**src/rtl/sw_evt_pkg.sv**
```systemverilog
// Shared helpers for the switch-event front end: debounce counter sizing,
// lowest-set-bit priority encoder and reset constants.
package sw_evt_pkg;

  localparam logic        RST_LEVEL = 1'b0;
  localparam logic [15:0] RST_COUNT = 16'h0000;
  localparam logic [15:0] COUNT_MAX = 16'hFFFF;

  // Width of a counter that must reach DB_CYCLES-1; never narrower than 1 bit.
  function automatic int db_cnt_width(input int db);
    int w;
    w = $clog2(db);
    return (w < 1) ? 1 : w;
  endfunction

  // Index of the lowest set bit of v (0 when v is all zeros).
  function automatic logic [4:0] lowest_set(input logic [31:0] v);
    logic [4:0] result;
    result = 5'd0;
    for (int i = 31; i >= 0; i--) begin
      if (v[i]) result = 5'(i);
    end
    return result;
  endfunction

endpackage

```
**src/rtl/sw_debounce.sv**
```systemverilog
// One switch: synchroniser chain, stability counter, accepted level and a
// one-cycle strobe on the cycle the accepted level changes.
module sw_debounce
  import sw_evt_pkg::*;
#(
  parameter int SYNC_STAGES = 2,
  parameter int DB_CYCLES   = 16
) (
  input  logic clk,
  input  logic rst,
  input  logic sw_i,
  output logic stable_o,
  output logic chg_o
);

  localparam int             CW       = db_cnt_width(DB_CYCLES);
  localparam logic [CW-1:0]  CNT_LAST = CW'(DB_CYCLES - 1);

  logic [SYNC_STAGES-1:0] sync_q;
  logic                   stable_q, stable_d;
  logic [CW-1:0]          cnt_q, cnt_d;
  logic                   syncOut;
  logic                   differ;
  logic                   chg;

  assign syncOut  = sync_q[SYNC_STAGES-1];
  assign differ   = syncOut ^ stable_q;
  assign chg      = differ && (cnt_q == CNT_LAST);
  assign stable_o = stable_q;
  assign chg_o    = chg;

  // Next-state for the debounce counter and the accepted level.
  always_comb begin
    stable_d = stable_q;
    cnt_d    = cnt_q;
    if (chg) begin
      stable_d = syncOut;
      cnt_d    = '0;
    end else if (differ) begin
      cnt_d = cnt_q + 1'b1;
    end else begin
      cnt_d = '0;
    end
  end

  // Shift the raw level through the synchroniser and register debounce state.
  always_ff @(posedge clk or posedge rst) begin
    if (rst) begin
      sync_q   <= '0;
      stable_q <= RST_LEVEL;
      cnt_q    <= '0;
    end else begin
      sync_q   <= {sync_q[SYNC_STAGES-2:0], sw_i};
      stable_q <= stable_d;
      cnt_q    <= cnt_d;
    end
  end

endmodule

```
**src/rtl/sw_event_encoder.sv**
```systemverilog
// Switch-event encoder: debounces N_SW switches, collects accepted changes
// in a pending mask and hands them out lowest index first on valid/ready.
// Optional build macro SW_EVENT_ENCODER_COUNT_EN adds a saturating transfer
// counter (evt_count) and a sticky lost-change-pair flag (evt_drop).
module sw_event_encoder
  import sw_evt_pkg::*;
#(
  parameter  int N_SW        = 8,
  parameter  int SYNC_STAGES = 2,
  parameter  int DB_CYCLES   = 16,
  localparam int IDX_W       = $clog2(N_SW)
) (
  input  logic             clk,
  input  logic             rst,
  input  logic [N_SW-1:0]  sw,
  input  logic             evt_ready,
  output logic             evt_valid,
  output logic [IDX_W-1:0] evt_idx,
  output logic             evt_level
`ifdef SW_EVENT_ENCODER_COUNT_EN
  ,
  output logic [15:0]      evt_count,
  output logic             evt_drop
`endif
);

  logic [N_SW-1:0]  stable;
  logic [N_SW-1:0]  chg;
  logic [N_SW-1:0]  pend_q, pend_d;
  logic [N_SW-1:0]  loadMask;
  logic             evt_valid_q, evt_valid_d;
  logic [IDX_W-1:0] evt_idx_q, evt_idx_d;
  logic             evt_level_q, evt_level_d;
  logic [31:0]      pendWide;
  logic [4:0]       lowIdxFull;
  logic [IDX_W-1:0] lowIdx;
  logic             doLoad;

  // One debouncer per switch.
  for (genvar g = 0; g < N_SW; g++) begin : g_db
    sw_debounce #(
      .SYNC_STAGES(SYNC_STAGES),
      .DB_CYCLES  (DB_CYCLES)
    ) u_db (
      .clk     (clk),
      .rst     (rst),
      .sw_i    (sw[g]),
      .stable_o(stable[g]),
      .chg_o   (chg[g])
    );
  end

  // Arbitration, pending-mask update and output-register next state.
  always_comb begin
    pendWide            = '0;
    pendWide[N_SW-1:0]  = pend_q;
    lowIdxFull          = lowest_set(pendWide);
    lowIdx              = lowIdxFull[IDX_W-1:0];
    doLoad              = (!evt_valid_q || evt_ready) && (|pend_q);
    loadMask            = doLoad ? (N_SW'(1) << lowIdx) : '0;
    pend_d              = (pend_q & ~loadMask) ^ chg;
    evt_valid_d         = evt_valid_q;
    evt_idx_d           = evt_idx_q;
    evt_level_d         = evt_level_q;
    if (doLoad) begin
      evt_valid_d = 1'b1;
      evt_idx_d   = lowIdx;
      evt_level_d = stable[lowIdx];
    end else if (evt_ready) begin
      evt_valid_d = 1'b0;
    end
  end

  // Register the pending mask and the presented event.
  always_ff @(posedge clk or posedge rst) begin
    if (rst) begin
      pend_q      <= '0;
      evt_valid_q <= 1'b0;
      evt_idx_q   <= '0;
      evt_level_q <= RST_LEVEL;
    end else begin
      pend_q      <= pend_d;
      evt_valid_q <= evt_valid_d;
      evt_idx_q   <= evt_idx_d;
      evt_level_q <= evt_level_d;
    end
  end

  assign evt_valid = evt_valid_q;
  assign evt_idx   = evt_idx_q;
  assign evt_level = evt_level_q;

`ifdef SW_EVENT_ENCODER_COUNT_EN
  logic [15:0] count_q, count_d;
  logic        drop_q, drop_d;

  // Count completed transfers (saturating) and latch any cancelled change pair.
  always_comb begin
    count_d = count_q;
    if (evt_valid_q && evt_ready && (count_q != COUNT_MAX)) begin
      count_d = count_q + 16'd1;
    end
    drop_d = drop_q | (|(chg & pend_q & ~loadMask));
  end

  // Register the statistics outputs.
  always_ff @(posedge clk or posedge rst) begin
    if (rst) begin
      count_q <= RST_COUNT;
      drop_q  <= 1'b0;
    end else begin
      count_q <= count_d;
      drop_q  <= drop_d;
    end
  end

  assign evt_count = count_q;
  assign evt_drop  = drop_q;
`endif

endmodule
```
**config.mk**
```make
export PLATFORM = sky130hd
export DESIGN_NAME = sw_event_encoder
export DESIGN_NICKNAME = d
export VERILOG_FILES = /design/src/rtl/sw_evt_pkg.sv /design/src/rtl/sw_debounce.sv /design/src/rtl/sw_event_encoder.sv
export SDC_FILE = /design/constraint.sdc
export NUM_CORES = 1
export LEC_CHECK = 0
export BUFFER_PORTS_ARGS = -buffer_cell sky130_fd_sc_hd__buf_2
export CORE_AREA = 2 2 71 73
export DETAILED_ROUTE_END_ITERATION = 7
export DIE_AREA = 0 0 73 75
export PLACE_DENSITY_LB_ADDON = 0.2
export REMOVE_ABC_BUFFERS = 1
export SYNTH_ARGS = -nofsm -noshare
export SYNTH_HDL_FRONTEND = slang
export SYNTH_SLANG_ARGS = --single-unit
```
**constraint.sdc**
```tcl
create_clock -name clk -period 6.1 [get_ports clk]
set_input_delay 1.22 -clock clk [delete_from_list [all_inputs] [get_ports clk]]
set_output_delay 1.22 -clock clk [all_outputs]
set_load 0.05 [all_outputs]
```
==> results.md <==
- The run finished with clean final reports.
- The overall routed net length is 4.048 mm.
- Derived from the worst setup path, the maximum achievable clock frequency is between 400 and 500 MHz.
- The number of buffers and inverters on the critical path is 1.
- The first detailed-routing pass took 4 iterations.
- In this run, the number of DRC markers left after iteration 0 of detailed routing was 74.
- The type of destination of the critical path is a primary output.
- Hold repair after CTS inserted 0 buffers.
- The buffer depth of the longest clock path is 2.
- The startpoint kind of the worst setup timing path is a flop.
- The number of slew-limit violations in the final report is 0.
- The routed length on met1 is 1.879 mm.
- In the final timing run, aggregate negative setup slack is 0 ps.
- The synthesized design contains around 70 register bits.
- For this configuration, the core starts out at a cell density of 60.40%.
- The core region is 4661 um^2.
- The register-to-register setup slack is between 4000 and 5000 ps.
- The total via count in the routed design is between 1500 and 2000.
- The delay contributed by the slowest stage of the critical path is about 360 ps.
- The number of distinct library cells after synthesis is 28.
- The clock insertion delay at the later pin of the skew report is about 340 ps.
- The end-of-flow core utilization is between 60% and 70%.
- For this run, design rule violations remaining after detail routing come to 0.
- Dividing the detail-routed via count by the number of cells gives 5.176.
- During synthesis, Yosys emitted a total of 0 warnings.
- The count of endpoints failing hold in the final timing report came to 0.
- The highest metal layer carrying signal wires in the routed design is met4.
- The destination of the critical timing path is evt_valid.
- The relative max-transition margin is 45.08%.
- The number of global-route vias before repair is approximately 1700.
- The path class of the tightest hold or removal check is flop to flop.
- Setup violations remaining at the end of the flow were counted as 0.
- The die covers 5475 um^2.
- The largest voltage drop on the vdd net is about 0.17 mV.
- The synthesized design spends more area on one cell type than any other, namely sky130_fd_sc_hd__dfrtp_1.
- The number of enable-type register cells in the synthesized netlist is 0.
- The cell leakage power is approximately 1.5 nW.
- Leaving out fill and tap cells, the most frequent cell in the layout is sky130_fd_sc_hd__dfrtp_1.
- Setup repair after global routing left no endpoint under its margin.
- The tool flagged a number of max-cap violations equal to 0.
- The final worst clock skew is around 7.7 ps.
- The repair_antennas step left the layout with diodes totalling 0.
- The CTS tree is built.
- In the synthesized netlist, the number of instances is around 240.
- The async set-reset flop share out of synthesis is 100.0%.
- The path depth of the worst reg2reg path is 5.
- The share of cells above drive strength 1 is between 15 and 20%.
- The count of port buffers added during placement is 15.
- The mean instance size in the synthesized netlist is approximately 12 um^2.
- Sequential cells were found to cover between 60% and 70% of the synthesized design area.
- The number of rows in the core area is 25.
- The number of clock buffers added by TritonCTS is 9.
- The post-CTS resize count is 0.
- The final HPWL from detailed placement is 2.750 mm.
- The smallest clock period supported by the final layout is computed as roughly 2200 ps.
- The required time of the critical path is about 4900 ps.
- The overall global routing resource usage is a little under a fifth.
- The clock-pin slew reported for the worst setup and hold paths after clock tree synthesis is roughly 70 ps.
- Measured along the y axis, the die boundary spans between 70 and 80 um.
- Traced cell by cell, the critical path runs through buf_2.
- The number of nets still failing antenna checks after routing is 0.
- The area growth from synthesis to layout is 12.18%.
- The amount of wire on met2 after detailed routing is about 1.9 mm.
- Summed over its instances, the top area cell type makes up 61.33% of the synthesized netlist area.
- In the final layout, flip-flops and latches occupy roughly 1700 um^2.
- After detailed routing, the met3 layer carries approximately 180 um of wire.
- The primary flip-flop cell chosen by synthesis mapping is sky130_fd_sc_hd__dfrtp_1.
- Summed over all layers, the global routing overflow is 0.
- The number of nets in the finished design is ~280.
- The multi-input combinational cells in the finished layout cover a total of 1044 um^2.
- The number of sinks on the clock net is ~70.
- The H-tree depth is 3.
- In the layout the commonest cells are sky130_fd_sc_hd__dfrtp_1 (69), sky130_fd_sc_hd__nor2_1 (49), sky130_fd_sc_hd__xnor2_1 (24).
- The critical path is of the flop to primary output type.
- The maximum fanout along the worst path is 3.
- Fill cells in the final layout number about 350.
- The synthesized area is 2815 um^2.
- The final critical-path share of the clock period is between 30% and 40%.
- The horizontal die dimension is around 73 um.
- The number of antenna violations at the first check in global routing is 0.
- The endpoint identified for the worst register-to-register timing path is pend_q[6].
- The per-cell routed wire length is between 10 and 15 um.
- The startpoint of the worst setup timing path is evt_valid.
- Data on the critical path arrives at its endpoint at about 970 ps.
- In this run the count of I/O pins placed on the die edge is 16.
- The slowest cell on the critical path is sky130_fd_sc_hd__dfrtp_1.
- The buffer cell driving the clock tree root is sky130_fd_sc_hd__clkbuf_8.
- Entering global routing, the biggest net connects 70 pins.
- The global-route wire length before repair is approximately 7.2 mm.
- In the post-synthesis netlist, the biggest area contributors are sky130_fd_sc_hd__dfrtp_1 (61%), sky130_fd_sc_hd__xnor2_1 (7.5%), sky130_fd_sc_hd__nor2_1 (6.5%), sky130_fd_sc_hd__mux2_2 (3.6%), sky130_fd_sc_hd__ha_1 (3.6%).
- The congestion estimate from routability-driven global placement came to ~0.86.
- The depth of the critical timing path with buffers and inverters included is 1.
- The pin slew with the least headroom to its limit is 823.7 ps.
- The startpoint identified for the worst register-to-register timing path is pend_q[0].
- The number of buffers added for setup after CTS is 0.
- Dividing total power by cell area gives a power density of roughly 290 nW/um^2.
- The top cell family by delay on the critical path is flip-flops.
==> cell type report <==
class                      count  share of cell area, %
clock inverter                 4                  1.506
sequential                    69                  54.68
inverter                      12                  1.426
tap                           54                  2.139
multi-input combinational    157                  33.04
clock buffer                  12                  4.596
timing repair buffer          16                  2.615
==> routing by layer <==
| metal | vias up | global-route usage, % |
|---|---|---|
| li1 | 841 | - |
| met1 | 800 | 21.51 |
| met2 | 24 | 27.73 |
| met3 | 12 | 8.568 |
| met4 | 0 | 9.259 |
| met5 | - | 0 |
==> sequential cells by signal, indices dropped and copies added, names as in the netlist <==
register and count:
evt_level 1, evt_idx 3, g_db.u_db.sync_q 16, evt_valid 1
g_db.u_db.stable_o 8, g_db.u_db.cnt_q 32, pend_q 8
==> report_power, final <==
group / internal (mW) / switching, mW
Combinational: 0.0205 / 0.0334
Clock: 0.199 / 0.160
Sequential: 0.478 / 0.0132
==> Yosys cell counts, types with 4 or more instances <==
library cell,n
sky130_fd_sc_hd__dfrtp_1,69
sky130_fd_sc_hd__xnor2_1,24
sky130_fd_sc_hd__nand2b_1,9
sky130_fd_sc_hd__mux2_2,9
sky130_fd_sc_hd__ha_1,8
sky130_fd_sc_hd__inv_1,11
sky130_fd_sc_hd__o21ai_0,5
sky130_fd_sc_hd__nand3_1,17
sky130_fd_sc_hd__xor2_1,8
sky130_fd_sc_hd__nand2_1,4
sky130_fd_sc_hd__nor2_1,49
==> cell families (layout without fill, tap and decap cells) <==
| kind of cell | Yosys count | in the layout | share of synthesized area [%] |
|---|---|---|---|
| DFF | 69 | 69 | 61.33 |
| muxes | 12 | 12 | 4.667 |
| adders and majority gates | 8 | 8 | 3.556 |
| and+or+nand+nor | 87 | 87 | 13.87 |
| xor gates and xnor gates | 32 | 32 | 9.956 |
| buffers and inverters | 12 | 44 | 1.600 |
| AOI/OAI and AO/OA | 18 | 18 | 5.022 |
==> worst min-delay path by stage <==
stage	cells past startpoint	end	slack [ps]	start
2_1_floorplan	0	g_db[0].u_db.sync_q[1]	330	g_db[0].u_db.sync_q[0]
3_3_place_gp	0	g_db[6].u_db.sync_q[1]	330	g_db[6].u_db.sync_q[0]
3_5_place_dp	0	g_db[2].u_db.sync_q[1]	340	g_db[2].u_db.sync_q[0]
4_1_cts	0	g_db[2].u_db.sync_q[1]	340	g_db[2].u_db.sync_q[0]
5_1_grt	0	g_db[2].u_db.sync_q[1]	350	g_db[2].u_db.sync_q[0]
6_report	0	g_db[2].u_db.sync_q[1]	340	g_db[2].u_db.sync_q[0]
==> per-stage QoR <==
stage	power [mW]	instances	instance area, um^2	worst slack [ps]	hold WS (ps)
after floorplan	0.5393	238	2815	3140	331.2
after global placement	0.5526	308	2965	3632	332.9
after detailed placement	0.5544	308	2965	3569	335.8
after CTS	0.9202	324	3158	3875	343.0
after global routing	0.9461	324	3158	3822	351.5
final	0.9034	324	3158	3909	340.0
Power figures use the tool's default switching activity.
